`config.mk`:
```
export PLATFORM = sky130hd
export DESIGN_NAME = iopipe_egress_arbiter
export DESIGN_NICKNAME = d
export VERILOG_FILES = /design/src/rtl/iopipe_egress_arbiter_pkg.sv /design/src/rtl/iopipe_egress_arbiter_rr_pick.sv /design/src/rtl/iopipe_egress_arbiter.sv
export SDC_FILE = /design/constraint.sdc
export NUM_CORES = 1
export LEC_CHECK = 0
export CAP_MARGIN = 20
export CORE_AREA = 2 2 454 456
export CTS_CLUSTER_DIAMETER = 200
export CTS_CLUSTER_SIZE = 12
export DETAILED_ROUTE_END_ITERATION = 10
export DIE_AREA = 0 0 456 458
export MAX_ROUTING_LAYER = met4
export PLACE_DENSITY_LB_ADDON = 0.2
export SLEW_MARGIN = 20
export SYNTH_ARGS = -nofsm -noshare
export SYNTH_HDL_FRONTEND = slang
export SYNTH_HIERARCHICAL = 1
export SYNTH_SLANG_ARGS = --single-unit
```
`constraint.sdc`:
```
create_clock -name clk -period 5.67 [get_ports clk]
set_input_delay 1.134 -clock clk [delete_from_list [all_inputs] [get_ports clk]]
set_output_delay 1.134 -clock clk [all_outputs]
set_load 0.02 [all_outputs]
```
`src/rtl/iopipe_egress_arbiter_pkg.sv`:
```
// ---------------------------------------------------------------------------
// iopipe_egress_arbiter_pkg
// Shared ASP definitions for the kernel I/O pipe egress path:
//   IO_PIPES_NUM_CHAN    - number of kernel-side I/O pipe channels
//   SHIM_AVST_DATA_WIDTH - Avalon-ST data width of the host/network path
//   IOPIPE_CHAN_W        - width of a channel index
//   iopipe_arb_state_t   - egress arbiter FSM states
// ---------------------------------------------------------------------------
package iopipe_egress_arbiter_pkg;

    localparam int IO_PIPES_NUM_CHAN    = 16;
    localparam int SHIM_AVST_DATA_WIDTH = 64;
    localparam int IOPIPE_CHAN_W        = $clog2(IO_PIPES_NUM_CHAN);

    typedef enum logic {
        ARB_IDLE = 1'b0,
        ARB_BUSY = 1'b1
    } iopipe_arb_state_t;

endpackage

```
`src/rtl/iopipe_egress_arbiter_rr_pick.sv`:
```
// ---------------------------------------------------------------------------
// iopipe_rr_pick
// Combinational circular priority picker, reusable by any ASP arbiter.
// Returns the first set bit of req found by searching upward from
// last_grant+1 and wrapping from NUM_CHAN-1 back to 0.
// Ports:
//   req        in  NUM_CHAN  request vector
//   last_grant in  CHAN_W    most recently served index
//   grant      out CHAN_W    selected index (0 when any=0)
//   any        out 1         at least one request is pending
// ---------------------------------------------------------------------------
module iopipe_rr_pick #(
    parameter int NUM_CHAN = 16,
    parameter int CHAN_W   = $clog2(NUM_CHAN)
) (
    input  logic [NUM_CHAN-1:0] req,
    input  logic [CHAN_W-1:0]   last_grant,
    output logic [CHAN_W-1:0]   grant,
    output logic                any
);

    logic [CHAN_W-1:0] idx_s;
    logic              hit_s;

    // Walk the channels in priority order; the first hit wins and is kept.
    always_comb begin
        grant = '0;
        any   = 1'b0;
        idx_s = '0;
        hit_s = 1'b0;
        for (int off = 1; off <= NUM_CHAN; off++) begin
            idx_s = CHAN_W'((int'(last_grant) + off) % NUM_CHAN);
            hit_s = ~any & req[idx_s];
            grant = hit_s ? idx_s : grant;
            any   = any | hit_s;
        end
    end

endmodule

```
`src/rtl/iopipe_egress_arbiter.sv`:
```
// ---------------------------------------------------------------------------
// iopipe_egress_arbiter
// Shares one Avalon-ST egress stream among NUM_CHAN kernel I/O pipe channels
// using packet-granular round-robin arbitration (grant held sop..eop).
// Output beats are registered and tagged with their source channel.
// Optional statistics are built when IOPIPE_ARB_STATS_EN is defined.
// Ports:
//   clk, reset_n          clock, synchronous active-low reset
//   chan_enable[NUM_CHAN] CSR arbitration enable, only sampled while idle
//   in_valid/in_sop/in_eop/in_data/in_ready  per-channel sink interface
//   out_valid/out_data/out_sop/out_eop/out_chan/out_ready  egress source
//   busy                  a packet is in flight
//   stats_sel, stats_pkt_count, stats_stall_count (IOPIPE_ARB_STATS_EN only)
// ---------------------------------------------------------------------------
module iopipe_egress_arbiter
    import iopipe_egress_arbiter_pkg::*;
#(
    parameter int NUM_CHAN = IO_PIPES_NUM_CHAN,
    parameter int DATA_W   = SHIM_AVST_DATA_WIDTH,
    parameter int CHAN_W   = $clog2(NUM_CHAN)
) (
    input  logic                       clk,
    input  logic                       reset_n,
    input  logic [NUM_CHAN-1:0]        chan_enable,
    input  logic [NUM_CHAN-1:0]        in_valid,
    input  logic [NUM_CHAN*DATA_W-1:0] in_data,
    input  logic [NUM_CHAN-1:0]        in_sop,
    input  logic [NUM_CHAN-1:0]        in_eop,
    output logic [NUM_CHAN-1:0]        in_ready,
    output logic                       out_valid,
    output logic [DATA_W-1:0]          out_data,
    output logic                       out_sop,
    output logic                       out_eop,
    output logic [CHAN_W-1:0]          out_chan,
    input  logic                       out_ready,
    output logic                       busy
`ifdef IOPIPE_ARB_STATS_EN
    ,
    input  logic [CHAN_W-1:0]          stats_sel,
    output logic [31:0]                stats_pkt_count,
    output logic [31:0]                stats_stall_count
`endif
);

    iopipe_arb_state_t    state_r;
    iopipe_arb_state_t    next_state_s;
    logic [CHAN_W-1:0]    grant_r;
    logic [CHAN_W-1:0]    last_grant_r;
    logic [NUM_CHAN-1:0]  req_s;
    logic [NUM_CHAN-1:0]  in_ready_s;
    logic [CHAN_W-1:0]    pick_grant_s;
    logic                 pick_any_s;
    logic                 accept_s;
    logic                 grant_sop_s;
    logic                 grant_eop_s;
    logic [DATA_W-1:0]    grant_data_s;
    logic [DATA_W-1:0]    in_data_a [NUM_CHAN];
    logic                 out_valid_r;
    logic [DATA_W-1:0]    out_data_r;
    logic                 out_sop_r;
    logic                 out_eop_r;
    logic [CHAN_W-1:0]    out_chan_r;

    // Slice the flat data bus into one word per channel.
    for (genvar c = 0; c < NUM_CHAN; c++) begin : g_unpack
        assign in_data_a[c] = in_data[c*DATA_W +: DATA_W];
    end

    iopipe_rr_pick #(
        .NUM_CHAN (NUM_CHAN),
        .CHAN_W   (CHAN_W)
    ) u_pick (
        .req        (req_s),
        .last_grant (last_grant_r),
        .grant      (pick_grant_s),
        .any        (pick_any_s)
    );

    // Request mask, granted-channel handshake and next-state decode.
    always_comb begin
        req_s      = in_valid & chan_enable;
        in_ready_s = '0;
        if (state_r == ARB_BUSY) begin
            // Ready whenever the output register is empty or draining now.
            in_ready_s[grant_r] = ~out_valid_r | out_ready;
        end else begin
            in_ready_s = '0;
        end
        accept_s     = in_valid[grant_r] & in_ready_s[grant_r];
        grant_sop_s  = in_sop[grant_r];
        grant_eop_s  = in_eop[grant_r];
        grant_data_s = in_data_a[grant_r];
        next_state_s = state_r;
        case (state_r)
            ARB_IDLE: begin
                if (pick_any_s) begin
                    next_state_s = ARB_BUSY;
                end else begin
                    next_state_s = ARB_IDLE;
                end
            end
            ARB_BUSY: begin
                if (accept_s && grant_eop_s) begin
                    next_state_s = ARB_IDLE;
                end else begin
                    next_state_s = ARB_BUSY;
                end
            end
            default: next_state_s = ARB_IDLE;
        endcase
    end

    // Arbitration state: FSM, current grant and round-robin pointer.
    always_ff @(posedge clk) begin
        if (!reset_n) begin
            state_r      <= ARB_IDLE;
            grant_r      <= '0;
            last_grant_r <= CHAN_W'(NUM_CHAN - 1);
        end else begin
            state_r <= next_state_s;
            if (state_r == ARB_IDLE && pick_any_s) begin
                grant_r <= pick_grant_s;
            end else begin
                grant_r <= grant_r;
            end
            if (accept_s && grant_eop_s) begin
                last_grant_r <= grant_r;
            end else begin
                last_grant_r <= last_grant_r;
            end
        end
    end

    // Egress register: load on accept, empty once downstream takes the beat.
    always_ff @(posedge clk) begin
        if (!reset_n) begin
            out_valid_r <= 1'b0;
            out_data_r  <= '0;
            out_sop_r   <= 1'b0;
            out_eop_r   <= 1'b0;
            out_chan_r  <= '0;
        end else if (accept_s) begin
            out_valid_r <= 1'b1;
            out_data_r  <= grant_data_s;
            out_sop_r   <= grant_sop_s;
            out_eop_r   <= grant_eop_s;
            out_chan_r  <= grant_r;
        end else if (out_valid_r && out_ready) begin
            out_valid_r <= 1'b0;
        end else begin
            out_valid_r <= out_valid_r;
        end
    end

    assign in_ready  = in_ready_s;
    assign out_valid = out_valid_r;
    assign out_data  = out_data_r;
    assign out_sop   = out_sop_r;
    assign out_eop   = out_eop_r;
    assign out_chan  = out_chan_r;
    assign busy      = (state_r == ARB_BUSY);

`ifdef IOPIPE_ARB_STATS_EN
    logic [31:0] pkt_cnt_r [NUM_CHAN];
    logic [31:0] stall_cnt_r;
    logic [31:0] stats_pkt_count_r;
    logic [31:0] stats_stall_count_r;

    // Per-channel packet counters (wrap) and saturating stall counter.
    always_ff @(posedge clk) begin
        if (!reset_n) begin
            for (int c = 0; c < NUM_CHAN; c++) begin
                pkt_cnt_r[c] <= 32'd0;
            end
            stall_cnt_r <= 32'd0;
        end else begin
            if (accept_s && grant_eop_s) begin
                pkt_cnt_r[grant_r] <= pkt_cnt_r[grant_r] + 32'd1;
            end else begin
                pkt_cnt_r[grant_r] <= pkt_cnt_r[grant_r];
            end
            if (out_valid_r && !out_ready && stall_cnt_r != 32'hFFFF_FFFF) begin
                stall_cnt_r <= stall_cnt_r + 32'd1;
            end else begin
                stall_cnt_r <= stall_cnt_r;
            end
        end
    end

    // Registered read port; out-of-range selects read as zero.
    always_ff @(posedge clk) begin
        if (!reset_n) begin
            stats_pkt_count_r   <= 32'd0;
            stats_stall_count_r <= 32'd0;
        end else begin
            if (int'(stats_sel) < NUM_CHAN) begin
                stats_pkt_count_r <= pkt_cnt_r[stats_sel];
            end else begin
                stats_pkt_count_r <= 32'd0;
            end
            stats_stall_count_r <= stall_cnt_r;
        end
    end

    assign stats_pkt_count   = stats_pkt_count_r;
    assign stats_stall_count = stats_stall_count_r;
`endif

endmodule

```
==> metrics.txt <==
post-synthesis cell type count 72; Clock Path Buffers 2; post-synthesis cell area 13550 sq um; largest net degree at the start of global routing between 100 and 150; Worst path slowest cell clkdlybuf4s50_1; DP Wirelength 137100 microns; Async S/R FF share, synth 0; clock-pin slew on the worst setup and hold paths 0.08 ns; Num CTS Buffers 9; leak pwr between 0.008 and 0.009 uW; #FFs+latches synth 80; H-tree Lvls 3; hold_buf cts 0; r2r endpoint grant_r[2]; Main synth FF type dfxtp_1; fin crit period a little under 5 ns; CTS root buf clkbuf_16; starting density of the core 0.06652; Worst slew margin 0.1883; clock skew roughly 0.019 ns; Slew @ Worst Pin 1.205 ns; CP Data Required Time ~6 ns; area leader, netlist mux4_2; YS warnings 6; vias 17580; Top delay family on crit path simple AND/OR/NAND/NOR gates; post-synthesis sequential area ratio 0.1182; met3 track demand over resource 0.03056; wire length of the first global-routing pass approximately 200000 microns; CP Cell Sequence clkdlybuf4s50_1, and2_1, mux4_2, mux2i_1, mux2i_1, nor4_4, nand4_1, nor2_2, nand2_1, nor2_1, nand2_1, nor2b_1, mux2i_1, nor2_1; Largest stage delay, worst path 0.58 ns; syn avg cell area ~11 sq um; DRC 0; HP Class flop to flop; max-slew violation count 0; final core utilization 0.1419; worst r2r src last_grant_r[1]; Final Hold Vio Count 0; global route overflow 0; met1 usage 0.1837; status completed; TNS Setup 0 ns; Worst Setup EP grant_r[2]; fillcell total between 20000 and 25000; via/cell ratio ~3.5; detailed-route wire length per cell around 31 microns; top-count cell post-synth mux4_2; unrepaired setup endpoints after global routing no; Post-CTS Setup Bufs 0; layout net count approximately 3500; row cnt 166; clock latency on the worst-skew pair roughly 0.43 ns; P per Cell Area approximately 300 nW/um^2; post-cts gate resize count 0; worst path buffer plus inverter count 1; r2r setup slk 1.33 ns; Yosys top cell area share 0.4819; Commonest cells post-synth 290 x mux4_2, 135 x a22oi_1, 95 x nand2_1; GR peak layer met2; EDFF count, synth 0; CP most frequent cell mux2i_1; Total Die Area approximately 210000 sq um; Max Fclk between 200 and 250 MHz; Die X approximately 460 microns; initial DRC count roughly 1300; die height 458 microns; initial antenna violation count 110; # IOs about 1200; Crit path depth 14; Period Utilization, post-route 0.8559; crit path launch in_valid[4]; share of layout cells above drive strength 1 0.1714; MaxCap Viol Count 0; number of global-route vias before repair 18120; P&R area growth vs syn 113.3%; CTS tree done; CP max FO 8; final setup fails 0; port buffer count roughly 1200; GP Congestion 0.8926; CORE AREA just over 200000 sq um; Worst R2R Path Depth 14; peak supply drop about 0.00015 V; Num Clock Sinks 80; type of origin of the critical path primary input; Post-DRT Antenna Nets 0; met2 usage 0.2571; overall routing resource usage 0.1504; Worst EP arrival 5.13 ns; wirelength, routed roughly 160000 microns; DRT Pass-1 Iters 5; Critical Path Sink Type flop; syn nets roughly 2400; Cells after Synth between 1000 and 1500; top cells by area, synth mux4_2 48%, dfxtp_1 12%, a22oi_1 7.5%, a21oi_1 3.0%, o21ai_0 2.9%; critical path class primary input to flop
power breakdown:
| group | internal, uW | leakage (uW) | total [uW] | switching (uW) |
|---|---|---|---|---|
| Clock | 349 | 0.000149 | 720 | 372 |
| Sequential | 727 | 0.000654 | 928 | 201 |
| Combinational | 3130 | 0.00815 | 7000 | 3880 |
how the worst min path moves through the flow:
stage               startpoint              end  slack, ns  depth (start not counted)
2_1_floorplan  last_grant_r[3]  last_grant_r[3]       0.48                          2
3_3_place_gp       out_data[3]      out_data[3]       0.45                          2
3_5_place_dp      out_data[12]     out_data[12]       0.46                          2
4_1_cts           out_data[36]     out_data[36]       0.47                          2
5_1_grt           out_data[17]     out_data[17]       0.48                          2
6_report          out_data[43]     out_data[43]       0.47                          2
kinds of logic after synthesis:
family,count (synthesis),share of synthesized area
compound gates,354,0.1711
mux,351,0.5296
simple gates,301,0.1075
buf+inv,160,0.05797
flops,80,0.1182
xor+xnor,11,0.008216
fa+ha+maj,8,0.007385
metrics by stage:
step	instance area [sq um]	setup WS [ns]	power [uW]	hold slack, ns	std cells
floorplan	13550	1.355	4727	0.4753	1265
global placement	28540	0.2961	8175	0.4506	5035
detailed placement	28540	0.4942	8071	0.4576	5035
CTS	28850	0.9652	8883	0.4686	5051
global route	28910	0.6671	9244	0.4814	5075
finish	28920	0.8170	8653	0.4680	5080
worst reg2reg max path, cell delays in order, from the launching register on:
cell and delay [ns]:
dfxtp_1 0.33, buf_4 0.45, ha_1 0.27, xor2_1 0.57, mux2_2 0.44, mux2_2 0.35
nor4_4 0.37, nand4_1 0.35, nor2_2 0.24, nand2_1 0.13, nor2_1 0.12, nand2_1 0.08
nor2b_1 0.25, mux2i_1 0.20, nor2_1 0.05
placed cells by master, fill, tap and decap left out, types with 12 or more instances in the layout:
master and instances:
mux2_2 19, mux2i_1 35, buf_4 42, clkdlybuf4s50_1 1178, o21ai_0 79, a21oi_1 80, nand3_1 75, mux4_2 290
diode_2 29, nand2_1 95, nor2_1 48, nor3_1 12, and2_1 20, dfxtp_1 78, a22oi_1 135
sequential cells by signal (all words and copies together), names as in the netlist:
signal,count
out_valid,1
out_chan,4
busy,1
last_grant_r,4
out_sop,1
out_eop,1
out_data,64
grant_r,4
per-layer routing:
layer | up-vias | part of all wire
met4 | 0 | 0.016
met3 | 111 | 0.059
li1 | 7525 | -
met2 | 834 | 0.51
met1 | 9114 | 0.42
met5 | - | 0
final cells by class:
class                   instances  area (sq um)  area share
well taps                    2688          3363      0.1163
clock buffers                   9         225.2    0.007788
repair buffers               1230         12310      0.4256
flip-flops and latches         80          1609     0.05564
diodes                         29         72.57    0.002510
multi-input cells            1025         11220      0.3879
inverters                      12         47.55    0.001644
clock inverters                 7         77.57    0.002683
(Power assumes the default switching activity.)
